===== src/rtl/ifetch_prefetch_queue_if.sv =====
// Bus bundle for the instruction prefetch queue: byte memory port,
// branch redirect and the instruction stream handed to execute.
// master = fetch unit, slave = memory/arbiter/execute environment.
interface ifetch_prefetch_queue_if;
  logic        mem_req;
  logic        mem_grant;
  logic [15:0] mem_addr;
  logic        mem_cs;
  logic        mem_we;
  logic [7:0]  mem_rdata;
  logic        redirect_valid;
  logic [15:0] redirect_pc;
  logic        instr_valid;
  logic        instr_ready;
  logic [15:0] instr_data;
  logic [15:0] instr_pc;

  modport master (
    output mem_req, mem_addr, mem_cs, mem_we, instr_valid, instr_data, instr_pc,
    input  mem_grant, mem_rdata, redirect_valid, redirect_pc, instr_ready
  );

  modport slave (
    input  mem_req, mem_addr, mem_cs, mem_we, instr_valid, instr_data, instr_pc,
    output mem_grant, mem_rdata, redirect_valid, redirect_pc, instr_ready
  );
endinterface


===== src/rtl/ifetch_prefetch_queue.sv =====
// Instruction prefetch queue: fetches 16-bit instructions as two byte reads
// (lo at PC, hi at PC+1), queues {instr, pc} in a DEPTH-entry FIFO, and
// flushes/restarts on a branch redirect.
// Optional: define IFETCH_STALL_CNT_EN to add the fetch_stall_cnt output,
// counting cycles where execute is ready but no instruction is available.
module ifetch_prefetch_queue #(
  parameter int          DEPTH    = 4,
  parameter logic [15:0] RESET_PC = 16'h0800
) (
  input  logic clk,
  input  logic rst,
  ifetch_prefetch_queue_if.master bus
`ifdef IFETCH_STALL_CNT_EN
  ,
  output logic [15:0] fetch_stall_cnt
`endif
);
  localparam int PW = $clog2(DEPTH);

  typedef enum logic [1:0] {ADDR_LO, DATA_LO, ADDR_HI, DATA_HI} state_t;

  state_t        state;
  logic [15:0]   fetch_pc;
  logic [7:0]    lo_byte;
  logic [15:0]   q_data [DEPTH];
  logic [15:0]   q_pc   [DEPTH];
  logic [PW-1:0] rd_ptr, wr_ptr;
  logic [PW:0]   count;
  logic          pop, push, start;

  assign pop   = bus.instr_valid & bus.instr_ready;
  assign push  = (state == DATA_HI);
  // A pop in this cycle frees a slot, so it lets a new fetch start at once.
  assign start = (int'(count) - int'(pop)) < DEPTH;

  // Head of the FIFO; zeroed when empty so nothing stale leaks out.
  assign bus.instr_valid = (count != '0);
  assign bus.instr_data  = bus.instr_valid ? q_data[rd_ptr] : 16'h0000;
  assign bus.instr_pc    = bus.instr_valid ? q_pc[rd_ptr]   : 16'h0000;
  assign bus.mem_we      = 1'b0;

  // Memory port: address phase depends on the grant seen this cycle.
  always_comb begin
    bus.mem_req  = 1'b0;
    bus.mem_cs   = 1'b0;
    bus.mem_addr = 16'h0000;
    if (!rst) begin
      case (state)
        ADDR_LO: if (start) begin
          bus.mem_req = 1'b1;
          if (bus.mem_grant) begin
            bus.mem_cs   = 1'b1;
            bus.mem_addr = fetch_pc;
          end
        end
        DATA_LO: bus.mem_req = 1'b1;
        ADDR_HI: begin
          bus.mem_req = 1'b1;
          if (bus.mem_grant) begin
            bus.mem_cs   = 1'b1;
            bus.mem_addr = fetch_pc + 16'd1;
          end
        end
        DATA_HI: bus.mem_req = 1'b1;
        default: ;
      endcase
    end
  end

  // Fetch sequencer: two byte reads per instruction; redirect abandons any
  // in-flight read and restarts at the new PC.
  always_ff @(posedge clk) begin
    if (rst) begin
      state    <= ADDR_LO;
      fetch_pc <= RESET_PC;
      lo_byte  <= 8'h00;
    end else if (bus.redirect_valid) begin
      state    <= ADDR_LO;
      fetch_pc <= bus.redirect_pc;
    end else begin
      case (state)
        ADDR_LO: if (start && bus.mem_grant) state <= DATA_LO;
        DATA_LO: begin
          lo_byte <= bus.mem_rdata;
          state   <= ADDR_HI;
        end
        ADDR_HI: if (bus.mem_grant) state <= DATA_HI;
        DATA_HI: begin
          fetch_pc <= fetch_pc + 16'd2;
          state    <= ADDR_LO;
        end
        default: state <= ADDR_LO;
      endcase
    end
  end

  // Instruction FIFO; redirect empties it and discards a same-cycle pop/push.
  always_ff @(posedge clk) begin
    if (rst || bus.redirect_valid) begin
      rd_ptr <= '0;
      wr_ptr <= '0;
      count  <= '0;
    end else begin
      if (push) begin
        q_data[wr_ptr] <= {bus.mem_rdata, lo_byte};
        q_pc[wr_ptr]   <= fetch_pc;
        wr_ptr         <= wr_ptr + PW'(1);
      end
      if (pop) rd_ptr <= rd_ptr + PW'(1);
      case ({push, pop})
        2'b10:   count <= count + (PW+1)'(1);
        2'b01:   count <= count - (PW+1)'(1);
        default: ;
      endcase
    end
  end

`ifdef IFETCH_STALL_CNT_EN
  // Saturating count of cycles execute waited on an empty queue.
  always_ff @(posedge clk) begin
    if (rst) fetch_stall_cnt <= 16'h0000;
    else if (bus.instr_ready && !bus.instr_valid && fetch_stall_cnt != 16'hFFFF)
      fetch_stall_cnt <= fetch_stall_cnt + 16'd1;
  end
`endif
endmodule


===== src/flat_wrapper.sv =====
// flat-port wrapper written by rule: the top's interface ports become plain ports
module ifetch_prefetch_queue_flat 
#(
  parameter int          DEPTH    = 4,
  parameter logic [15:0] RESET_PC = 16'h0800
)
  (clk, rst, bus_mem_req, bus_mem_addr, bus_mem_cs, bus_mem_we, bus_instr_valid, bus_instr_data, bus_instr_pc, bus_mem_grant, bus_mem_rdata, bus_redirect_valid, bus_redirect_pc, bus_instr_ready);
  ifetch_prefetch_queue_if bus_i ();
  input  logic clk;
  input  logic rst;
  output wire logic [$bits(bus_i.mem_req)-1:0] bus_mem_req;
  output wire logic [$bits(bus_i.mem_addr)-1:0] bus_mem_addr;
  output wire logic [$bits(bus_i.mem_cs)-1:0] bus_mem_cs;
  output wire logic [$bits(bus_i.mem_we)-1:0] bus_mem_we;
  output wire logic [$bits(bus_i.instr_valid)-1:0] bus_instr_valid;
  output wire logic [$bits(bus_i.instr_data)-1:0] bus_instr_data;
  output wire logic [$bits(bus_i.instr_pc)-1:0] bus_instr_pc;
  input wire logic [$bits(bus_i.mem_grant)-1:0] bus_mem_grant;
  input wire logic [$bits(bus_i.mem_rdata)-1:0] bus_mem_rdata;
  input wire logic [$bits(bus_i.redirect_valid)-1:0] bus_redirect_valid;
  input wire logic [$bits(bus_i.redirect_pc)-1:0] bus_redirect_pc;
  input wire logic [$bits(bus_i.instr_ready)-1:0] bus_instr_ready;
  assign bus_mem_req = bus_i.mem_req;
  assign bus_mem_addr = bus_i.mem_addr;
  assign bus_mem_cs = bus_i.mem_cs;
  assign bus_mem_we = bus_i.mem_we;
  assign bus_instr_valid = bus_i.instr_valid;
  assign bus_instr_data = bus_i.instr_data;
  assign bus_instr_pc = bus_i.instr_pc;
  assign bus_i.mem_grant = bus_mem_grant;
  assign bus_i.mem_rdata = bus_mem_rdata;
  assign bus_i.redirect_valid = bus_redirect_valid;
  assign bus_i.redirect_pc = bus_redirect_pc;
  assign bus_i.instr_ready = bus_instr_ready;
  ifetch_prefetch_queue #(.DEPTH(DEPTH), .RESET_PC(RESET_PC)) u_core (.clk(clk), .rst(rst), .bus(bus_i));
endmodule

===== config.mk =====
export PLATFORM = sky130hd
export DESIGN_NAME = ifetch_prefetch_queue_flat
export DESIGN_NICKNAME = d
export VERILOG_FILES = /design/src/rtl/ifetch_prefetch_queue_if.sv /design/src/rtl/ifetch_prefetch_queue.sv /design/src/flat_wrapper.sv
export SDC_FILE = /design/constraint.sdc
export NUM_CORES = 1
export LEC_CHECK = 0
export ABC_AREA = 1
export BUFFER_PORTS_ARGS = -buffer_cell sky130_fd_sc_hd__buf_4
export CORE_MARGIN = 1
export CORE_UTILIZATION = 25
export CTS_CLUSTER_DIAMETER = 30
export DETAILED_ROUTE_END_ITERATION = 8
export GPL_ROUTABILITY_DRIVEN = 0
export GPL_TIMING_DRIVEN = 0
export HOLD_SLACK_MARGIN = 0.05
export SETUP_SLACK_MARGIN = 0.1
export SLEW_MARGIN = 10
export SYNTH_ARGS = -nofsm -noshare
export SYNTH_HDL_FRONTEND = slang
export SYNTH_SLANG_ARGS = --single-unit

===== constraint.sdc =====
create_clock -name clk -period 3.9 [get_ports clk]
set_input_delay 0.78 -clock clk [delete_from_list [all_inputs] [get_ports clk]]
set_output_delay 0.78 -clock clk [all_outputs]
set_load 0.1 [all_outputs]

==> summary.txt <==
Layout
  – Cell Count, Final, Fillers Out: 1245
  – Commonest non-fill, non-tap cell in the layout: sky130_fd_sc_hd__nor2_1
  – Area added between synthesis and finish: 24.8%
  – Fraction of final layout cells with drive strength greater than 1: 0.193
  – Diode count: 0
  – Post-layout nets: 890
  – Highest-count cells in the layout ignoring fill and taps: 156 x sky130_fd_sc_hd__nor2_1, 128 x sky130_fd_sc_hd__edfxtp_1, 92 x sky130_fd_sc_hd__o21ai_0
  – Fraction of the core area covered by cells at the end of the flow: 0.318

Yosys
  – Xor-xnor portion of the synthesized cell area: 0.00476
  – Net count after synthesis: 789
  – Complex-gate fraction of the synthesized area: 0.130
  – Post-synthesis adder-cell area fraction: 0.0231
  – Synth Register Bits: 163
  – Basic-gate share of the synthesized area counting and, or, nand and nor cells: 0.176
  – Post-Syn Area per Cell: 9.85 um^2
  – Sequential-to-total area share from yosys stat: 0.618
  – Cell Area, Synth: 0.00735 mm^2
  – Library cells used by synthesis: 38
  – Post-Synthesis Cells: 747
  – Mux share of post-synthesis cell area: 0
  – Main combinational cell family by area after synthesis: simple AND/OR/NAND/NOR gates
  – Number of warnings printed during yosys synthesis: 0

Floorplanning
  – Core Area: 0.0289 mm^2
  – Std cell rows: 62
  – Number of top-level pins: 81
  – Full die area: 0.0301 mm^2
  – Effective utilization at floorplan: 0.255
  – Chip Height: 174 um
  – Width of the die: 174 um

Critical path
  – CP endpoint kind: output port
  – Critical path peak fanout: 10
  – Data arrival time of the critical path: 2.49 ns
  – Capturing point of the worst reg2reg path: u_core.q_data[0][3]
  – Cell chain of the critical path: ha_1 -> nand2_1 -> nor2_2 -> nand2_2 -> o21bai_1 -> nand3_1 -> a21oi_1 -> buf_4
  – CP max stage cell: sky130_fd_sc_hd__dfxtp_1
  – Worst setup SP type: flop
  – FF-to-FF path depth: 4
  – Origin of the critical flop-to-flop path: u_core.state[1]
  – Data required time of the critical path: 3.12 ns
  – Worst R2R Setup Slack: 1.86 ns
  – Critical path class: flop to output port
  – Peak per-stage delay on the critical path: 0.57 ns

Worst hold path
  – Launch instance of the worst min-delay path: u_core.rd_ptr[0]
  – Hold Path Cell Cnt: 1
  – Path class of the lowest-slack min-delay path: flop to flop
  – Min-Delay Endpoint: u_core.rd_ptr[0]

Placed design
  – Count of input and output buffers: 78
  – Post-DP HPWL: 12900 um
  – Cell count after placement: 1213

Drt
  – Average routed wire per standard cell: 15.1 um
  – Number of nets still failing antenna checks after routing: 0
  – Total iterations of the first detailed-routing run: 4
  – DRC violation total after the first TritonRoute iteration: 472
  – Routed wire length: 18800 um
  – Routed via count divided by cell count: 4.48
  – Number of design rule violations left after detail routing: 0
  – Overall via count from detail_route: 5580

Timing
  – Final hold viol count: 0
  – Setup repair after global routing missed its margin: false
  – Slew at the pin closest to its max-slew limit: 0.630 ns
  – Skew final: 0.0120 ns
  – Final max-slew violation count: 0
  – Endpoints failing setup: 0
  – Upper clock frequency limit: 0.305 GHz
  – Tcrit/Tclk final: 0.840
  – Min cycle time layout: 3.27 ns
  – Slew HR: 0.580

Clock tree
  – Buffer depth of the longest clock path: 2
  – Post-CTS setup buffers: 0
  – TritonCTS clock tree: done
  – Clk Tree Root Cell: sky130_fd_sc_hd__clkbuf_16
  – Clk Latency, worst-skew pair: 0.43 ns
  – Post-CTS Resized: 0
  – Worst-path clk slew: 0.06 ns
  – Cts hold-fix bufs: 0
  – Number of clock sinks: 163
  – H-tree levels: 4
  – Number of buffers inserted during clock tree synthesis: 17

Run status
  – Run status: complete, no violations

Power and ir drop
  – Pwr Density: 418 mW/mm^2
  – Pleak: 3.36 nW
  – Maximum resistive drop on vdd: 0.199 mV
  – Final Total Pwr: 3.83 mW

GRT
  – Pin count of the biggest net entering global routing: 26
  – Total global routing track utilization: 0.124
  – Global-route wire length before repair: 28800 um
  – Overflow left after global routing: 0
  – Antenna violations before repair: 0
  – Vias in the first global route: 5218

Job
  – Number of maximum-capacitance violations: 0
-- critical path, delay by kind of cell, from the launching register on --
| kind | cells | cell delay, ns |
|---|---|---|
| buffers and inverters | 1 | 0.32 |
| flip-flops | 1 | 0.57 |
| adder cells (fa/ha/maj) | 1 | 0.29 |
| AND/OR/NAND/NOR | 4 | 0.56 |
| AO/OA/AOI/OAI | 2 | 0.32 |
-- where the power goes --
part	internal, mW	switching, mW
logic	0.0591	0.124
clock network	0.938	0.794
registers	1.88	0.0348
total	2.88	0.953
-- registers in the layout, summed over array words and instances, names as in the netlist, named ones only --
register / cells
u_core.count: 3
u_core.fetch_pc: 16
u_core.lo_byte: 8
u_core.q_data: 64
u_core.q_pc: 64
u_core.rd_ptr: 2
u_core.state: 2
u_core.wr_ptr: 2
-- area by class of cell --
type                    instances  area, um^2
repair buffers                 82         681
plain buffers                  35         165
fillers                      2955       19700
clock buffers                  17         425
flip-flops and latches        163        4540
multi-input cells             501        2490
well taps                     384         480
clock inverters                15         206
inverters                      48         180
-- cell families after synthesis --
| logic type | Yosys count |
|---|---|
| DFF | 163 |
| adders and majority gates | 13 |
| and+or+nand+nor | 301 |
| AOI/OAI and AO/OA | 182 |
| xor gates and xnor gates | 4 |
| other | 1 |
| buffers and inverters | 83 |
-- synth_stat cells, drive strengths merged --
cell type	instances	area (um^2)
ha	12	150
nand3b	1	7.51
dfxtp	35	701
nand3	33	170
a22oi	8	60.1
buf	19	105
a221oi	1	8.76
o21bai	3	22.5
a21oi	73	373
o211ai	1	7.51
edfxtp	128	3840
clkbuf	16	60.1
inv	47	176
a21o	1	7.51
fa	1	20.0
nor3	1	16.3
or2	1	6.26
a31oi	1	6.26
clkinv	1	3.75
o21a	1	7.51
xor2	2	17.5
conb	1	3.75
xnor2	2	17.5
nand4	8	50.1
nand2	84	340
o21ai	93	465
nor2	173	707
-- metrics by stage --
stage,cell area [um^2],setup WS [ns],TNS (ns),hold slack (ns)
2_1_floorplan,7350,0.318,0,0.436
3_3_place_gp,8420,-0.711,-85.92,0.454
3_5_place_dp,8550,0.828,0,0.466
4_1_cts,9180,0.643,0,0.478
5_1_grt,9180,0.429,0,0.501
6_report,9180,0.625,0,0.470
-- routing by layer --
metal	vias up	global-route usage	share of wire
met5	-	0	0
met3	16	0.0235	0.058
met2	184	0.202	0.46
li1	2776	-	-
met4	0	0.0306	0.0089
met1	2604	0.170	0.48
-- worst max-delay path by stage --
stage / start / to / slack (ns) / cells after the start
3_3_place_gp: rst / u_core.q_data[1][13] / -0.71 / 4
6_report: u_core.fetch_pc[1] / bus_mem_addr[11] / 0.63 / 8
3_5_place_dp: rst / bus_mem_req / 0.83 / 6
2_1_floorplan: bus_instr_ready / bus_mem_addr[13] / 0.32 / 7
4_1_cts: u_core.fetch_pc[1] / bus_mem_addr[15] / 0.64 / 10
5_1_grt: u_core.fetch_pc[1] / bus_mem_addr[15] / 0.43 / 10
Note: power is estimated with default switching activity, not from simulation.
